### src/rtl/uart_rx_pkg.sv
// rtl/uart_rx_pkg.sv - shared constants, FSM encoding and divider helper for uart_rx
package uart_rx_pkg;

  localparam int          DATA_W  = 8;
  localparam logic [15:0] MIN_DIV = 16'd2;

  localparam logic [2:0] ST_IDLE      = 3'd0;
  localparam logic [2:0] ST_START     = 3'd1;
  localparam logic [2:0] ST_DATA      = 3'd2;
  localparam logic [2:0] ST_STOP      = 3'd3;
  localparam logic [2:0] ST_WAIT_HIGH = 3'd4;

  // Clamp tiny dividers so the half-bit count never drops below MIN_DIV.
  function automatic logic [15:0] eff_div(input logic [15:0] div);
    return (div < MIN_DIV) ? MIN_DIV : div;
  endfunction

endpackage

### src/rtl/uart_sync.sv
// rtl/uart_sync.sv - multi-stage synchronizer for an asynchronous input
module uart_sync #(
  parameter int   STAGES    = 2,
  parameter logic RESET_VAL = 1'b1
) (
  input  logic clock,
  input  logic reset,
  input  logic d,
  output logic q
);

  logic [STAGES-1:0] sync_q;
  logic [STAGES-1:0] sync_d;

  // Shift the raw input one stage deeper each cycle.
  always_comb begin
    sync_d = {sync_q[STAGES-2:0], d};
  end

  // Reset to the idle line level so no false edge appears after reset.
  always_ff @(posedge clock) begin
    if (!reset) begin
      sync_q <= {STAGES{RESET_VAL}};
    end else begin
      sync_q <= sync_d;
    end
  end

  assign q = sync_q[STAGES-1];

endmodule

### src/rtl/uart_rx.sv
// rtl/uart_rx.sv - 8N1 UART receiver with start-bit glitch rejection and break handling
module uart_rx
  import uart_rx_pkg::*;
#(
  parameter int SYNC_STAGES = 2
) (
  input  logic              clock,
  input  logic              reset,
  input  logic [15:0]       clock_div,
  input  logic              rx,
  output logic [DATA_W-1:0] rx_data,
  output logic              rx_valid,
  output logic              rx_frame_error,
  output logic              rx_busy
);

  localparam int              INIT_W    = $clog2(SYNC_STAGES + 1);
  localparam logic [INIT_W-1:0] INIT_DONE = INIT_W'(SYNC_STAGES);

  logic              rx_s;
  logic [2:0]        state_q, state_d;
  logic [15:0]       h_q, h_d;
  logic [16:0]       cnt_q, cnt_d;
  logic [2:0]        bit_q, bit_d;
  logic [DATA_W-1:0] shift_q, shift_d;
  logic [DATA_W-1:0] data_q, data_d;
  logic              valid_q, valid_d;
  logic              ferr_q, ferr_d;
  logic [INIT_W-1:0] init_q, init_d;
  logic              armed_q, armed_d;
  logic              tick;
  logic [16:0]       two_h;

  uart_sync #(
    .STAGES   (SYNC_STAGES),
    .RESET_VAL(1'b1)
  ) u_sync (
    .clock(clock),
    .reset(reset),
    .d    (rx),
    .q    (rx_s)
  );

  // The counter counts h..1 (or 2h..1); the action fires on the last count.
  assign tick  = (cnt_q <= 17'd1);
  assign two_h = {h_q, 1'b0};

  // Next-state logic: frame sequencing, sampling and output pulse generation.
  always_comb begin
    state_d = state_q;
    h_d     = h_q;
    cnt_d   = cnt_q;
    bit_d   = bit_q;
    shift_d = shift_q;
    data_d  = data_q;
    valid_d = 1'b0;
    ferr_d  = 1'b0;
    init_d  = init_q;
    armed_d = armed_q;
    case (state_q)
      ST_IDLE: begin
        if (!armed_q) begin
          // Wait until the synchronizer holds real line samples, then refuse
          // to treat a line that is already low as a start edge.
          if (init_q == INIT_DONE) begin
            armed_d = 1'b1;
            if (!rx_s) state_d = ST_WAIT_HIGH;
          end else begin
            init_d = init_q + INIT_W'(1);
          end
        end else if (!rx_s) begin
          h_d     = eff_div(clock_div);
          cnt_d   = {1'b0, eff_div(clock_div)};
          bit_d   = 3'd0;
          state_d = ST_START;
        end
      end
      ST_START: begin
        if (tick) begin
          if (!rx_s) begin
            cnt_d   = two_h;
            state_d = ST_DATA;
          end else begin
            cnt_d   = 17'd0;
            state_d = ST_IDLE;
          end
        end else begin
          cnt_d = cnt_q - 17'd1;
        end
      end
      ST_DATA: begin
        if (tick) begin
          shift_d = {rx_s, shift_q[DATA_W-1:1]};
          bit_d   = bit_q + 3'd1;
          cnt_d   = two_h;
          if (bit_q == 3'd7) state_d = ST_STOP;
        end else begin
          cnt_d = cnt_q - 17'd1;
        end
      end
      ST_STOP: begin
        if (tick) begin
          // Leaving at the stop midpoint leaves half a bit to catch the next start.
          cnt_d = 17'd0;
          if (rx_s) begin
            data_d  = shift_q;
            valid_d = 1'b1;
            state_d = ST_IDLE;
          end else begin
            ferr_d  = 1'b1;
            state_d = ST_WAIT_HIGH;
          end
        end else begin
          cnt_d = cnt_q - 17'd1;
        end
      end
      ST_WAIT_HIGH: begin
        if (rx_s) state_d = ST_IDLE;
      end
      default: state_d = ST_IDLE;
    endcase
  end

  // State registers; reset aborts any frame in flight without a pulse.
  always_ff @(posedge clock) begin
    if (!reset) begin
      state_q <= ST_IDLE;
      h_q     <= 16'd0;
      cnt_q   <= 17'd0;
      bit_q   <= 3'd0;
      shift_q <= '0;
      data_q  <= '0;
      valid_q <= 1'b0;
      ferr_q  <= 1'b0;
      init_q  <= '0;
      armed_q <= 1'b0;
    end else begin
      state_q <= state_d;
      h_q     <= h_d;
      cnt_q   <= cnt_d;
      bit_q   <= bit_d;
      shift_q <= shift_d;
      data_q  <= data_d;
      valid_q <= valid_d;
      ferr_q  <= ferr_d;
      init_q  <= init_d;
      armed_q <= armed_d;
    end
  end

  assign rx_data        = data_q;
  assign rx_valid       = valid_q;
  assign rx_frame_error = ferr_q;
  assign rx_busy        = (state_q != ST_IDLE);

endmodule
### config.mk
export PLATFORM = sky130hd
export DESIGN_NAME = uart_rx
export DESIGN_NICKNAME = d
export VERILOG_FILES = /design/src/rtl/uart_rx_pkg.sv /design/src/rtl/uart_sync.sv /design/src/rtl/uart_rx.sv
export SDC_FILE = /design/constraint.sdc
export NUM_CORES = 1
export LEC_CHECK = 0
export CORE_MARGIN = 10
export CORE_UTILIZATION = 40
export DETAILED_ROUTE_END_ITERATION = 16
export PLACE_DENSITY = 0.69
export SLEW_MARGIN = 40
export SYNTH_ARGS = -nofsm -noshare
export SYNTH_HDL_FRONTEND = slang
export SYNTH_SLANG_ARGS = --single-unit
### constraint.sdc
create_clock -name clock -period 4.8 [get_ports clock]
set_input_delay 0.96 -clock clock [delete_from_list [all_inputs] [get_ports clock]]
set_output_delay 0.96 -clock clock [all_outputs]
set_load 0.1 [all_outputs]
==> impl_summary.log <==
INFO  metric yosys.area_share.simple = 0.246
INFO  metric clock.fmax = 0.363 GHz
INFO  metric floorplan.core_area = 0.00733 mm^2
INFO  metric timing.hold.worst.class = flip-flop to flip-flop
INFO  metric timing.critical_path.slowest_stage_cell = sky130_fd_sc_hd__or4_1
INFO  metric synthDistinctLibCells = 52
INFO  metric post_route_cells_drive_above_1_share = 0.118
INFO  metric synth_enable_flop_cells = 0
INFO  metric yosys_warnings = 0
INFO  metric synthAdderAreaFrac = 0.0206
INFO  metric drt_antenna_net_count = 0
INFO  metric die_height = 107 um
INFO  metric antenna-diode-count = 0
INFO  metric syn_nets = 393
INFO  metric fin_tns_setup = 0 ps
INFO  metric detailedPlacementHpwl = 5.17 mm
INFO  metric pin_count_of_the_biggest_net_entering_global_routing = 36
INFO  metric postCtsHoldBufs = 0
INFO  metric detail_route.wirelength = 7.77 mm
INFO  metric whs_endpoint = u_sync.sync_q[1]
INFO  metric ff2ff_setup_slack = 2050 ps
INFO  metric cts_tree = built
INFO  metric ys_seq_area_frac = 0.409
INFO  metric cts-buffers-inserted = 9
INFO  metric cts_resized = 0
INFO  metric worst-path-buf-inv = 0
INFO  metric synth.area.mux_share = 0.0371
INFO  metric drtPass1Iterations = 4
INFO  metric worst-setup-path-type = flip-flop to flip-flop
INFO  metric hold_path_depth = 1
INFO  metric synth_top_family_by_area = simple AND/OR/NAND/NOR gates
INFO  metric synth_seq_cells = 62
INFO  metric via_per_inst = 5.62
INFO  metric die_x = 107 um
INFO  metric gp_routability_congestion = 0.843
INFO  metric synth_top_cells_by_count = sky130_fd_sc_hd__nand2_1 (75), sky130_fd_sc_hd__dfxtp_1 (62), sky130_fd_sc_hd__a21oi_1 (36), sky130_fd_sc_hd__clkbuf_1 (20), sky130_fd_sc_hd__nor2_1 (16)
INFO  metric maxCapViolations = 0
INFO  metric vias = 2747
INFO  metric antenna_found_initial = 0
INFO  metric cts_max_level = 3
INFO  metric period_share = 0.574
INFO  metric post-route-drc-count = 0
INFO  metric cts_post_setup_buffers_inserted = 0
INFO  metric grt.total_usage = 0.142
INFO  metric postSynthAreaPerCell = 8.22 um^2
INFO  metric grt.overflow.total = 0
INFO  metric post-synth-top-area-cell = sky130_fd_sc_hd__dfxtp_1
INFO  metric crit_path_end_kind = flip-flop
INFO  metric critPathRequiredTime = 5080 ps
INFO  metric initial_utilization = 0.414
INFO  metric most_instantiated_library_cell_after_synthesis = sky130_fd_sc_hd__nand2_1
INFO  metric floorplan.die_area = 0.0115 mm^2
INFO  metric crit_fanout = 13
INFO  metric worst-r2r-cell-count = 5
INFO  metric worst_slew_margin_rel = 0.587
INFO  metric worstPathArrival = 3040 ps
INFO  metric area_fraction_in_compound_gates_after_synthesis = 0.195
INFO  metric worst_path_largest_cell_delay = 730 ps
INFO  metric nNetsFinal = 409
INFO  metric report.final.slew_viol_count = 0
INFO  metric tightestPinTransition = 614 ps
INFO  metric grt_pass1_wl = 13.3 mm
INFO  metric setup-violations-final = 0
INFO  metric synthXorXnorAreaFrac = 0.0404
INFO  metric clk-insertion-delay-late = 350 ps
INFO  metric synthFlopType = sky130_fd_sc_hd__dfxtp_1
INFO  metric clock-sinks = 62
INFO  metric synth.cell_area = 0.00303 mm^2
INFO  metric cts.root.buffer_cell = sky130_fd_sc_hd__clkbuf_8
INFO  metric final.hold.worst_slack = 419 ps
INFO  metric areaGrowthSynthToFinish = 15.4%
INFO  metric synthTopCellsByArea = sky130_fd_sc_hd__dfxtp_1 (41%), sky130_fd_sc_hd__nand2_1 (9.3%), sky130_fd_sc_hd__a21oi_1 (5.9%), sky130_fd_sc_hd__mux2i_1 (3.0%), sky130_fd_sc_hd__nor4_1 (2.7%)
INFO  metric nFillCells = 727
INFO  metric synth_top_area_frac = 0.409
INFO  metric grt_setup_unrepaired = false
INFO  metric power-per-cell-area = 400 mW/mm^2
INFO  metric path_cells = or4_1 > nor4b_4 > nand3_1 > a21o_1 > a21oi_1
INFO  metric r2r_end = state_q[0]
INFO  metric p_leak = 0.00130 uW
INFO  metric rows = 31
INFO  metric worst_setup_hold_path_clk_slew = 70 ps
INFO  metric run_status = finished, final reports clean
INFO  metric worst_setup_path_startpoint = cnt_q[4]
INFO  metric async_flop_share = 0
INFO  metric clock_skew = 8.72 ps
INFO  metric number_of_instances_in_the_synthesized_netlist = 369
INFO  metric totalPowerFinal = 1400 uW
INFO  metric min_delay_src = u_sync.sync_q[0]
INFO  metric buffer_ports.inserted = 29
INFO  metric pin_count = 30
INFO  metric vdd_ir_drop_max = 0.192 mV
INFO  metric timing.rr.start = cnt_q[4]
INFO  metric vias_in_the_first_global_route = 2659
INFO  metric wire_per_inst = 15.9 um
INFO  metric timing.final.crit_period = 2750 ps
INFO  metric max-clock-path-buffers = 2
INFO  metric startpoint_type = flip-flop
INFO  metric drtIter0Drc = 234
INFO  metric top_cell_family_by_delay_on_the_critical_path = simple AND/OR/NAND/NOR gates
INFO  metric final_hold_viol_count = 0
[final cells by class]
cell class / count / area (um^2) / area share
Tap cell: 99 / 124 / 0.0354
Clock inverter: 6 / 61.3 / 0.0175
Sequential cell: 62 / 1240 / 0.355
Clock buffer: 10 / 138 / 0.0393
Multi-Input combinational cell: 272 / 1640 / 0.470
Timing Repair Buffer: 33 / 265 / 0.0758
Inverter: 7 / 26.3 / 0.00751
[per-stage QoR]
step | setup slack (ps) | instances | area, um^2 | utilization
floorplan | 2500 | 369 | 3030 | -
global placement | 1960 | 473 | 3350 | 0.457
detailed placement | 2010 | 473 | 3300 | 0.450
CTS | 2040 | 489 | 3500 | 0.477
global route | 1810 | 489 | 3500 | 0.477
finish | 2050 | 489 | 3500 | 0.477
[sequential cells by signal, indices dropped and copies added, names as in the netlist]
| signal | count |
|---|---|
| armed_q | 1 |
| bit_q | 3 |
| cnt_q | 17 |
| h_q | 16 |
| init_q | 2 |
| rx_data | 8 |
| rx_frame_error | 1 |
| rx_valid | 1 |
| shift_q | 8 |
| state_q | 3 |
| u_sync.sync_q | 2 |
[cell usage in the layout, fill, tap and decap left out, types with 7 or more instances in the layout]
cell type and count:
sky130_fd_sc_hd__nand2_1 74, sky130_fd_sc_hd__inv_1 7, sky130_fd_sc_hd__mux2i_1 9, sky130_fd_sc_hd__nor2_1 15, sky130_fd_sc_hd__xnor2_1 8, sky130_fd_sc_hd__clkdlybuf4s50_1 18, sky130_fd_sc_hd__a211oi_1 7, sky130_fd_sc_hd__a21oi_1 36
sky130_fd_sc_hd__buf_2 11, sky130_fd_sc_hd__nand3_1 12, sky130_fd_sc_hd__dfxtp_1 62, sky130_fd_sc_hd__clkbuf_8 10, sky130_fd_sc_hd__nor4_1 13, sky130_fd_sc_hd__a31oi_1 11
[power breakdown]
group	internal (uW)	total (uW)	switching [uW]
Clock	252	465	214
Sequential	537	559	22.3
Combinational	142	375	233
Total	930	1400	470
[worst max path at each step]
stage	endpoint	slack [ps]	depth (start not counted)
after floorplan	state_q[2]	2500	6
after global placement	rx_busy	1960	2
after detailed placement	bit_q[0]	2010	5
after CTS	state_q[0]	2040	5
after global routing	state_q[0]	1810	5
final	state_q[0]	2050	5
[routing by layer]
metal	track usage	wire length, um	vias to the layer above
li1	-	-	1362
met1	0.183	3580	1308
met2	0.223	3660	67
met3	0.0251	364	10
met4	0.0696	168	0
met5	0	0	-
[logic make-up after synthesis]
kind of cell,after synthesis
and+or+nand+nor,150
AOI/OAI and AO/OA,92
DFF,62
buffers and inverters,35
xor gates and xnor gates,14
muxes,11
adders and majority gates,5
[worst register-to-register path: cells and delay by family (launching register included)]
kind | cells | cell delay [ps]
flip-flops | 1 | 360
AO/OA/AOI/OAI | 2 | 420
AND/OR/NAND/NOR | 3 | 1910
Note: power is estimated with default switching activity, not from simulation.
